File: src/rtl/tankb_pkg.sv
// Shared definitions for the tank-battle video subsystem.
// Latency: n/a (types and constants only).
// Backpressure: n/a.
//
// Holds the screen-RAM loader state encoding and the playfield image
// constants that the top level uses as its parameter values.
package tankb_pkg;

    localparam logic [1:0] ST_IDLE = 2'd0;
    localparam logic [1:0] ST_REQ  = 2'd1;
    localparam logic [1:0] ST_XFER = 2'd2;
    localparam logic [1:0] ST_FIN  = 2'd3;

    typedef enum logic [1:0] {
        S_IDLE = ST_IDLE,
        S_REQ  = ST_REQ,
        S_XFER = ST_XFER,
        S_FIN  = ST_FIN
    } loader_state_t;

    // Playfield region of screen RAM filled from the screen-image ROM.
    localparam logic [10:0] SCREEN_RAM_BASE = 11'h000;
    localparam int          SCREEN_WORDS    = 1024;

endpackage

File: src/rtl/screen_ram_loader.sv
// Copies WORDS bytes from the 2K screen-image ROM into screen RAM after a start pulse.
// Latency: bus_req 1 cycle after start, first write 3 cycles after start, done at 3+WORDS (gnt held high).
// Backpressure: bus_gnt low stalls both ROM issue and RAM write; the ROM holds the in-flight byte.
//
// Ports:
//   clk, reset            sole clock, synchronous active-high reset
//   start                 one-cycle request; ignored unless idle
//   busy, done            transfer in progress / one-cycle completion pulse
//   bus_req, bus_gnt      screen-RAM bus handshake; grant may drop any cycle
//   rom_addr, rom_n_cs    ROM read port (address registered, n_cs high = hold q)
//   rom_q                 ROM data, valid the cycle after an issue
//   ram_addr, ram_data,
//   ram_we                screen-RAM write port, one byte per granted cycle
module screen_ram_loader
    import tankb_pkg::*;
#(
    parameter logic [10:0] ROM_BASE = 11'h000,
    parameter logic [10:0] RAM_BASE = SCREEN_RAM_BASE,
    parameter int          WORDS    = SCREEN_WORDS
) (
    input  logic        clk,
    input  logic        reset,
    input  logic        start,
    output logic        busy,
    output logic        done,
    output logic        bus_req,
    input  logic        bus_gnt,
    output logic [10:0] rom_addr,
    output logic        rom_n_cs,
    input  logic [7:0]  rom_q,
    output logic [10:0] ram_addr,
    output logic [7:0]  ram_data,
    output logic        ram_we
);

    localparam int            CW      = $clog2(WORDS) + 1;
    localparam logic [CW-1:0] WORDS_C = CW'(WORDS);
    localparam logic [CW-1:0] LAST_WR = CW'(WORDS - 1);

    if (WORDS < 1 || WORDS > 2048 ||
        int'(ROM_BASE) + WORDS > 2048 || int'(RAM_BASE) + WORDS > 2048) begin : g_bad_params
        $error("screen_ram_loader: transfer window exceeds the 2K address space");
    end

    loader_state_t state_q, state_d;
    logic [CW-1:0] issue_cnt_q, issue_cnt_d;
    logic [CW-1:0] wr_cnt_q, wr_cnt_d;
    logic          pending_q, pending_d;
    logic [10:0]   rom_addr_q, rom_addr_d;
    logic          issue_en;
    logic          wr_en;

    always_ff @(posedge clk) begin
        if (reset) begin
            state_q     <= S_IDLE;
            issue_cnt_q <= '0;
            wr_cnt_q    <= '0;
            pending_q   <= 1'b0;
            rom_addr_q  <= ROM_BASE;
        end else begin
            state_q     <= state_d;
            issue_cnt_q <= issue_cnt_d;
            wr_cnt_q    <= wr_cnt_d;
            pending_q   <= pending_d;
            rom_addr_q  <= rom_addr_d;
        end
    end

    always_comb begin
        state_d     = state_q;
        issue_cnt_d = issue_cnt_q;
        wr_cnt_d    = wr_cnt_q;
        pending_d   = pending_q;
        issue_en    = 1'b0;
        wr_en       = 1'b0;

        case (state_q)
            S_IDLE: begin
                if (start) begin
                    state_d = S_REQ;
                end
            end
            S_REQ: begin
                if (bus_gnt) begin
                    state_d = S_XFER;
                end
            end
            S_XFER: begin
                // Issue and write only advance on granted cycles; while the
                // grant is away the ROM keeps the last issued byte on rom_q.
                issue_en = bus_gnt && (issue_cnt_q != WORDS_C);
                wr_en    = bus_gnt && pending_q;
                if (issue_en) begin
                    issue_cnt_d = issue_cnt_q + 1'b1;
                end
                if (wr_en) begin
                    wr_cnt_d = wr_cnt_q + 1'b1;
                end
                // A write and a fresh issue in the same cycle leave one byte in flight.
                if (issue_en) begin
                    pending_d = 1'b1;
                end else if (wr_en) begin
                    pending_d = 1'b0;
                end
                if (wr_en && wr_cnt_q == LAST_WR) begin
                    state_d = S_FIN;
                end
            end
            S_FIN: begin
                state_d     = S_IDLE;
                issue_cnt_d = '0;
                wr_cnt_d    = '0;
                pending_d   = 1'b0;
            end
            default: begin
                state_d = S_IDLE;
            end
        endcase

        // The address register always points at the next byte to issue.
        rom_addr_d = ROM_BASE + 11'(issue_cnt_d);
    end

    assign busy     = (state_q == S_REQ) || (state_q == S_XFER);
    assign bus_req  = busy;
    assign done     = (state_q == S_FIN);
    assign rom_addr = rom_addr_q;
    assign rom_n_cs = ~issue_en;
    assign ram_we   = wr_en;
    assign ram_addr = RAM_BASE + 11'(wr_cnt_q);
    assign ram_data = rom_q;

endmodule

File: config.mk
export PLATFORM = sky130hd
export DESIGN_NAME = screen_ram_loader
export DESIGN_NICKNAME = d
export VERILOG_FILES = /design/src/rtl/tankb_pkg.sv /design/src/rtl/screen_ram_loader.sv
export SDC_FILE = /design/constraint.sdc
export NUM_CORES = 1
export LEC_CHECK = 0
export ABC_AREA = 1
export CORE_ASPECT_RATIO = 1.25
export CORE_MARGIN = 2
export CORE_UTILIZATION = 50
export DETAILED_ROUTE_END_ITERATION = 8
export GPL_ROUTABILITY_DRIVEN = 0
export PLACE_DENSITY = 0.85
export SLEW_MARGIN = 40
export SYNTH_ARGS = -nofsm -noshare
export SYNTH_HDL_FRONTEND = slang
export SYNTH_SLANG_ARGS = --single-unit
File: constraint.sdc
create_clock -name clk -period 2.2 [get_ports clk]
set_input_delay 0.44 -clock clk [delete_from_list [all_inputs] [get_ports clk]]
set_output_delay 0.44 -clock clk [all_outputs]
set_load 0.1 [all_outputs]
==> flow_summary_export.csv <==
group,metric,value,unit
finish,mostFrequentLayoutCell,"nand2_1",
finish,layoutNonFillerInstCount,284,
die,io_pins,47,
clocking,clkLatencyLatePin,0.33,ns
worst_setup_path,crit_path_start_kind,"register",
route,first_pass_iters,4,
synth,syn_area_per_cell,6.70,µm²
flow_run,cap_violations,0,
synth,yosys_warnings,0,
worst_setup_path,crit_chain,"inv_1 > ha_1 > nand3_1 > o21bai_4 > buf_12",
worst_setup_path,reg2regPathDepth,8,
clocking,clock-sinks,25,
worst_setup_path,crit_start,"rom_addr[0]",
clocking,cts_tree,"yes",
worst_setup_path,worstSetupPathType,"reg -> out",
finish,layout-drive-gt1-share,18.5,%
clocking,clkTransAtPathRegs,0.14,ns
sta,slew_headroom,72.4,%
die,start_util,51.7,%
clocking,cts_buffers,3,
worst_setup_path,crit_path_end,"rom_n_cs",
sta,setup_viol,0,
sta,hold_violations,0,
synth,ys_types,29,
route,via_per_inst,5.18,
global_routing,grt_pass1_vias,1332,
worst_setup_path,critPathArrivalTime,1.66,ns
route,ant_nets,0,
die,coreArea,2890,µm²
route,wire_per_inst,11.4,µm
clocking,cts_hold_buf,0,
global_routing,grt_pass1_wl,5640,µm
pwr,vdd_drop_max,0.661,mV
worst_setup_path,end_kind,"primary output",
die,die_y,65.1,µm
worst_setup_path,r2r-end,"wr_cnt_q[9]",
synth,syn_inst,223,
pwr,finalPower,1.54,mW
die,die_area,3450,µm²
synth,syn_area,1500,µm²
global_routing,grt_max_degree,14,
finish,num-fill-cells,276,
synth,synth-seq-cells,25,
finish,final_util,62.6,%
synth,yosysSeqAreaShare,33.5,%
worst_setup_path,critPathSlowestCell,"dfxtp_2",
pwr,power_density,850,nW/µm²
sta,period_share,95.7,%
worst_setup_path,path_max_fanout,9,
sta,rsz0062_at_grt,"no",
sta,fin_crit,2.10,ns
worst_setup_path,cpPeakStageDelay,0.39,ns
place,dp_hpwl,2490,µm
run_status,outcome,"finished clean",
die,die_w,52.9,µm
worst_setup_path,reg2reg_from,"state_q[0]",
sta,fmax,0.475,GHz
route,vias,1472,
synth,synth_fp_nets,242,
sta,tns,0,ns
clocking,cts_root_buf,"clkbuf_4",
finish,antenna_cells,0,
finish,final_nets,268,
finish,final_cell_mix,"nand2_1, nor2_1, buf_4",
global_routing,antenna_found_initial,0,
global_routing,overflow,0,
sta,clock_skew,0.00238,ns
sta,slew_viol_final,0,
worst_setup_path,rrSetupSlack,0.51,ns
die,num_rows,22,
pwr,leakage,0.770,nW
sta,hold_slack,0.470,ns
global_routing,grtUsageTotal,21.4,%
worst_setup_path,required,1.76,ns
finish,syn_to_final_growth,21.1,%
min_path,hold_class,"reg -> reg",
clocking,h-tree-depth,1,
route,drc,0,
place,io_buffers,30,
route,drt_iter0_markers,36,
place,placedCellCount,280,
sta,worst_pin_slew,0.414,ns
route,wl,3240,µm
clocking,clockBufferDepth,2,
final cells by class:
cell class | count | area [µm²] | area share, %
multi-input cells | 161 | 822 | 45.4
flip-flops and latches | 25 | 503 | 27.8
repair buffers | 33 | 318 | 17.6
inverters | 25 | 96.3 | 5.32
well taps | 36 | 45.0 | 2.49
clock buffers | 4 | 26.3 | 1.45
state kept, by name (all words and copies together) (netlist names):
name and cells:
pending_q 1, state_q 2, wr_cnt_q 11, rom_addr 11
logic make-up after synthesis:
kind of cell / count (synthesis) / share of synthesized area [%]
xor gates and xnor gates: 2 / 1.17
AOI/OAI and AO/OA: 31 / 11.5
adders and majority gates: 7 / 5.86
buffers and inverters: 37 / 12.0
DFF: 25 / 33.5
and+or+nand+nor: 121 / 36.0
cell usage after synthesis (all sizes together):
cell type,number,area (µm²)
nand3b,2,15.0
a21oi,23,119
o21a,1,7.51
xnor2,1,8.76
nor2,34,138
o21bai,1,11.3
dfxtp,25,500
o21ai,4,20.0
o22ai,1,6.26
ha,7,87.6
buf,11,80.1
nand3,22,110
a211oi,1,7.51
nor3b,1,7.51
xor2,1,8.76
nor3,3,26.3
inv,25,96.3
nand2,57,229
clkbuf,1,3.75
nand4,2,12.5
metal layers:
metal | track usage [%] | share of wire, %
met4 | 11.5 | 2.7
met1 | 24.3 | 41
met2 | 37.3 | 52
met3 | 2.95 | 4.6
met5 | 0 | 0
worst min-delay path by stage:
stage                startpoint          end  slack (ns)  cells after the start
floorplan             pending_q    pending_q        0.48                      2
global placement    wr_cnt_q[7]  wr_cnt_q[7]        0.45                      2
detailed placement  wr_cnt_q[7]  wr_cnt_q[7]        0.45                      2
CTS                 wr_cnt_q[7]  wr_cnt_q[7]        0.47                      2
global route        wr_cnt_q[7]  wr_cnt_q[7]        0.50                      2
finish              wr_cnt_q[7]  wr_cnt_q[7]        0.47                      2
timing repair:
| item | CTS | global route |
|---|---|---|
| buffers inserted | 0 | 0 |
| endpoints found under the setup margin | 1 | 1 |
| pin swaps | 0 | 1 |
| gates resized for setup | 1 | 0 |
where the power goes:
| part | switching [mW] | total [mW] | internal (mW) |
|---|---|---|---|
| Sequential | 0.0267 | 0.505 | 0.478 |
| Combinational | 0.552 | 0.818 | 0.266 |
| Clock | 0.144 | 0.215 | 0.0712 |
| Total | 0.722 | 1.54 | 0.816 |
critical path: cells and delay by family (launching register included):
family,cells,cell delay [ns]
AND/OR/NAND/NOR,1,0.16
flip-flops,1,0.39
buffers and inverters,2,0.34
adder cells (fa/ha/maj),1,0.16
AO/OA/AOI/OAI,1,0.29
per-stage QoR:
step | setup WS [ns] | area [µm²]
finish | 0.0953 | 1810
global route | 0.0173 | 1810
CTS | 0.0465 | 1810
detailed placement | 0.171 | 1780
global placement | 0.172 | 1780
floorplan | 0.0211 | 1500
(Power assumes the default switching activity.)
